<file path="src/rtl/trigger_debounce.sv">
// Push-button conditioner: two-flop synchroniser, debouncer and press FSM that
// emits a one-cycle trigger per confirmed press and a one-cycle long_press pulse.
module trigger_debounce #(
  parameter logic [15:0] DEBOUNCE_CYCLES = 16'd50000,
  parameter logic [23:0] HOLD_CYCLES     = 24'd1500000,
  parameter int          CNT_W           = 24
) (
  input  logic m_clk,
  input  logic m_reset,
  input  logic btn_raw,
  output logic trigger,
  output logic long_press,
  output logic btn_level
);

  typedef enum logic [1:0] {
    RELEASED = 2'd0,
    PRESSED  = 2'd1,
    HELD     = 2'd2
  } state_t;

  localparam logic [CNT_W-1:0] DEB_LAST  = CNT_W'(DEBOUNCE_CYCLES - 16'd1);
  localparam logic [CNT_W-1:0] DEB_INIT  = CNT_W'(DEBOUNCE_CYCLES);
  localparam logic [CNT_W-1:0] HOLD_LAST = CNT_W'(HOLD_CYCLES - 24'd1);

  state_t           state;
  logic             sync1;
  logic             sync2;
  logic [CNT_W-1:0] deb_cnt;
  logic [CNT_W-1:0] hold_cnt;

  always_ff @(posedge m_clk or posedge m_reset) begin
    if (m_reset) begin
      sync1 <= 1'b0;
      sync2 <= 1'b0;
    end else begin
      sync1 <= btn_raw;
      sync2 <= sync1;
    end
  end

  // hold_cnt is preloaded with DEBOUNCE_CYCLES on press, so long_press counts
  // from the first high sample rather than from the confirmed press.
  always_ff @(posedge m_clk or posedge m_reset) begin
    if (m_reset) begin
      state      <= RELEASED;
      deb_cnt    <= '0;
      hold_cnt   <= '0;
      trigger    <= 1'b0;
      long_press <= 1'b0;
      btn_level  <= 1'b0;
    end else begin
      trigger    <= 1'b0;
      long_press <= 1'b0;
      case (state)
        RELEASED: begin
          if (sync2) begin
            if (deb_cnt == DEB_LAST) begin
              state     <= PRESSED;
              btn_level <= 1'b1;
              trigger   <= 1'b1;
              deb_cnt   <= '0;
              hold_cnt  <= DEB_INIT;
            end else begin
              deb_cnt <= deb_cnt + 1'b1;
            end
          end else begin
            deb_cnt <= '0;
          end
        end
        PRESSED, HELD: begin
          if (!sync2) begin
            if (deb_cnt == DEB_LAST) begin
              state     <= RELEASED;
              btn_level <= 1'b0;
              deb_cnt   <= '0;
              hold_cnt  <= '0;
            end else begin
              deb_cnt <= deb_cnt + 1'b1;
            end
          end else begin
            deb_cnt <= '0;
            if (state == PRESSED) begin
              if (hold_cnt == HOLD_LAST) begin
                state      <= HELD;
                long_press <= 1'b1;
              end else begin
                hold_cnt <= hold_cnt + 1'b1;
              end
            end
          end
        end
        default: begin
          state     <= RELEASED;
          deb_cnt   <= '0;
          hold_cnt  <= '0;
          btn_level <= 1'b0;
        end
      endcase
    end
  end

endmodule
</file>
<file path="config.mk">
export PLATFORM = sky130hd
export DESIGN_NAME = trigger_debounce
export DESIGN_NICKNAME = d
export VERILOG_FILES = /design/src/rtl/trigger_debounce.sv
export SDC_FILE = /design/constraint.sdc
export NUM_CORES = 1
export LEC_CHECK = 0
export CELL_PAD_IN_SITES_DETAIL_PLACEMENT = 2
export CELL_PAD_IN_SITES_GLOBAL_PLACEMENT = 2
export CORE_ASPECT_RATIO = 0.75
export CORE_MARGIN = 5
export CORE_UTILIZATION = 42
export DETAILED_ROUTE_END_ITERATION = 8
export PLACE_DENSITY_LB_ADDON = 0.1
export SETUP_SLACK_MARGIN = 0.15
export SYNTH_ARGS = -nofsm -noshare
export SYNTH_HDL_FRONTEND = slang
export SYNTH_SLANG_ARGS = --single-unit
</file>
<file path="constraint.sdc">
create_clock -name m_clk -period 4.8 [get_ports m_clk]
set_clock_uncertainty 0.2 [all_clocks]
set_input_delay 0.96 -clock m_clk [delete_from_list [all_inputs] [get_ports m_clk]]
set_output_delay 0.96 -clock m_clk [all_outputs]
set_load 0.02 [all_outputs]
</file>
==> results by stage <==
Run status:
- The flow ran to the end, and the final reports show no timing, DRC or antenna violations.

Critical path:
- STA classifies the critical path endpoint as a flip-flop.
- The reg2reg setup slack is 1740 ps.
- The critical path is of the flip-flop to flip-flop type.
- The largest single stage delay on the critical path is 630 ps.
- Walking the worst path, the cells encountered are inv_1 > ha_1 > nand2_1 > nor2_1 > nand2_1 > nor3_1 > buf_4 > inv_1 > o31ai_1.
- STA puts the critical path data required time at 4810 ps.
- The worst register-to-register path begins at state[0].
- The destination of the worst register-to-register timing path is hold_cnt[17].
- Of all nets on the critical path, the largest fanout is 13.
- The slowest cell on the critical path is sky130_fd_sc_hd__nor2_1.
- Counting cells, the worst reg-to-reg path comes to 9.
- At the worst endpoint, the arrival time is 3070 ps.
- The type of origin of the critical path is a flip-flop.

Power and ir drop:
- The standby leakage power is 0.00138 uW.
- The power density of the placed cells is 234 nW/um^2.
- The worst-case IR drop observed on VDD is 0.0000986 V.
- The design draws 747 uW.

Place:
- The half-perimeter wire length of the detailed placement result is 6.57 mm.
- Before CTS, the worst setup slack after placement is 1810 ps.
- The number of buffers inserted by port buffering is 5.
- The placed cell area is 3120 sq um.
- The global placement routability congestion is 0.839.

Clock network:
- The setup fix buffers added after clock tree synthesis is 0.
- The clock passes through at most 2 buffers.
- The clock net in this run drives a total of 55 sinks.
- The clock tree root buffer cell is sky130_fd_sc_hd__clkbuf_8.
- The H-tree level count is 2.
- In this run, post-CTS repair resized a total of 0 instances.
- For the worst-skew pair, the clock arrives at the later sink with an insertion delay of 310 ps.
- The total of hold buffers inserted after clock tree synthesis is 0.
- The number of buffers created by CTS is 5.
- The TritonCTS clock tree is yes.
- The clock transition time at the flip-flop clock pins of the worst setup and hold paths is 100 ps.

STA:
- The remaining max-slew budget at the tightest pin is 0.364.
- The worst path in the final design needs a cycle of 3060 ps, including I/O delays and setup.
- Setup repair after global routing left no endpoint under its margin.
- Dividing the final minimum period by the clock period gives 0.637.
- For the pin with the worst max-slew slack, the measured transition is 954 ps.
- The final hold violation count was 0.
- Derived from the worst setup path, the maximum achievable clock frequency is 327 MHz.
- The max-slew violation total from the final report is 0.
- The sum of negative setup slack is 0 ps.
- Setup violations remaining at the end of the flow were counted as 0.
- Across all setup checks in the final design, the least slack found is 1740 ps.

Yosys:
- Yosys mapped a number of flops with a built-in enable equal to 0.
- The net count after synthesis is 357.
- By area the synthesized netlist is led by sky130_fd_sc_hd__dfrtp_1 (46%), sky130_fd_sc_hd__nor2_1 (7.4%), sky130_fd_sc_hd__nand2_1 (4.4%).
- Counting flops and latches in the post-synthesis netlist gives 55.
- The post-synthesis instance total is 349.
- Each instance of the synthesized netlist takes up on average 8.59 sq um.
- Yosys mapped the design onto 38 distinct sky130hd cell types.
- The cell area that synthesis handed to floorplanning was 3000 sq um.
- The yosys synthesis warning count is 0.
- The cell taking the most area after synthesis is sky130_fd_sc_hd__dfrtp_1.
- The share of synthesized area in the top cell type comes to 0.459.
- The share of the Yosys chip area taken by registers is 0.459.
- The async set-reset flop share out of synthesis is 1.00.
- For this run, the leading register cell type out of synthesis is sky130_fd_sc_hd__dfrtp_1.

Die:
- The die width is 108 microns.
- In this run the vertical extent of the chip is 83.2 microns.
- In this run the core area contains 26 standard-cell rows.
- Pin placement for this block handled 6 I/O pins.
- The area of the core region is 6860 sq um.
- The starting density of the core is 0.437.
- The floorplan step defined a die boundary enclosing 8940 sq um.

Global route:
- The via count of the first global-routing pass came to 2845.
- The initial antenna violation count was 0.
- The all-layer global routing usage is 0.217.
- The total grt overflow is 0.
- The pin count of the biggest net entering global routing is 39.
- The wire length of the first global-routing pass is 15.6 mm.

Layout:
- The number of antenna diodes in the final layout is 0.
- The most common cell after layout, fill and taps aside is sky130_fd_sc_hd__nor2_1.
- The top cell types in the final layout, fill and taps aside, are sky130_fd_sc_hd__nor2_1 (59), sky130_fd_sc_hd__dfrtp_1 (55), sky130_fd_sc_hd__nand2_1 (35).
- The filler cell count in the final layout is 769.
- The net count of the finished layout is 355.
- The finished cells cover 3200 sq um.
- The fraction of final layout cells sized beyond drive strength 1 is 0.0345.
- The area growth from synthesis to layout is 6.68%.

Min path:
- The worst hold path passes through 0 cells.
- The min-delay analysis places its worst path in the category flip-flop to flip-flop.
- The worst hold path begins at sync1.
- The end of the worst hold path is sync2.

Drt:
- The count of routing violations after the opening detailed-route iteration is 100.
- The vias after detailed routing is 2655.
- The detailed-router iteration count before antenna repair is 4.
- The total wire length is 9.19 mm.
- The average wire length per cell after detail routing is 20.6 microns.
- After detailed routing, the number of vias per cell comes to 5.95.
- For this run, design rule violations remaining after detail routing come to 0.
- The post-detailed-route count of antenna-violating nets is 0.

Job:
- Max-cap violations in this run came to 0.
==> registers in the layout, summed over array words and instances (netlist names) <==
signal      flops
deb_cnt        24
hold_cnt       24
state           2
btn_level       1
long_press      1
sync1           1
sync2           1
trigger         1
==> how the worst max path moves through the flow <==
stage,startpoint,to,cells past startpoint
6_report,state[0],hold_cnt[17],9
5_1_grt,state[0],hold_cnt[17],9
4_1_cts,state[0],hold_cnt[17],9
3_5_place_dp,state[0],hold_cnt[17],9
3_3_place_gp,deb_cnt[8],hold_cnt[18],6
2_1_floorplan,m_reset,btn_level,1
==> worst max-delay path, delay by kind of cell, from the launching register on <==
kind,cells,cell delay [ps]
flops,1,460
buf+inv,3,430
fa+ha+maj,1,440
simple gates,4,1160
compound gates,1,260
==> kinds of logic (layout without fill, tap and decap cells) <==
| logic type | after synthesis | after routing | synth area share |
|---|---|---|---|
| AND/OR/NAND/NOR | 174 | 174 | 0.286 |
| AO/OA/AOI/OAI | 68 | 68 | 0.134 |
| flip-flops | 55 | 55 | 0.459 |
| buffers and inverters | 24 | 23 | 0.0330 |
| XOR/XNOR | 23 | 23 | 0.0672 |
| adder cells (fa/ha/maj) | 5 | 5 | 0.0209 |
==> layout make-up <==
cell class                      count  area (sq um)  area share
Tap cell                           98           123      0.0384
Clock inverter                      1          5.00     0.00157
Multi-Input combinational cell    270          1520       0.476
Inverter                            8          30.0     0.00939
Timing Repair Buffer                7          65.1      0.0204
Clock buffer                        7          76.3      0.0239
Sequential cell                    55          1380       0.431
==> metal layers <==
metal	track usage	vias to the layer above	routed length, microns
li1	-	1228	-
met3	0.0349	9	359
met2	0.310	49	3960
met4	0.0390	0	62
met1	0.343	1369	4810
met5	0	-	0
==> per-stage QoR <==
step / hold WS, ps / cells / util
3_5_place_dp: 158 / 438 / 0.454
4_1_cts: 179 / 446 / 0.466
6_report: 178 / 446 / 0.466
3_3_place_gp: 133 / 438 / 0.454
5_1_grt: 186 / 446 / 0.466
2_1_floorplan: 131 / 349 / -
==> synthesized netlist by cell type, drive strengths merged, types with 2 or more instances <==
| library cell | instances |
|---|---|
| or4 | 3 |
| a211oi | 2 |
| nand2 | 35 |
| and2 | 2 |
| o31ai | 7 |
| nor4b | 3 |
| nand4 | 15 |
| and3 | 18 |
| a21oi | 16 |
| nor2 | 59 |
| or2 | 2 |
| nand3 | 15 |
| o31a | 2 |
| o21ai | 26 |
| ha | 5 |
| clkbuf | 14 |
| xor2 | 15 |
| and4 | 4 |
| nor3 | 9 |
| inv | 8 |
| dfrtp | 55 |
| nor4 | 5 |
| buf | 2 |
| a31oi | 9 |
| xnor2 | 8 |
==> power by group <==
group	internal, uW	switching [uW]
clock network	103	154
logic	4.41	15.3
registers	466	3.81
Note: power is estimated with default switching activity, not from simulation.
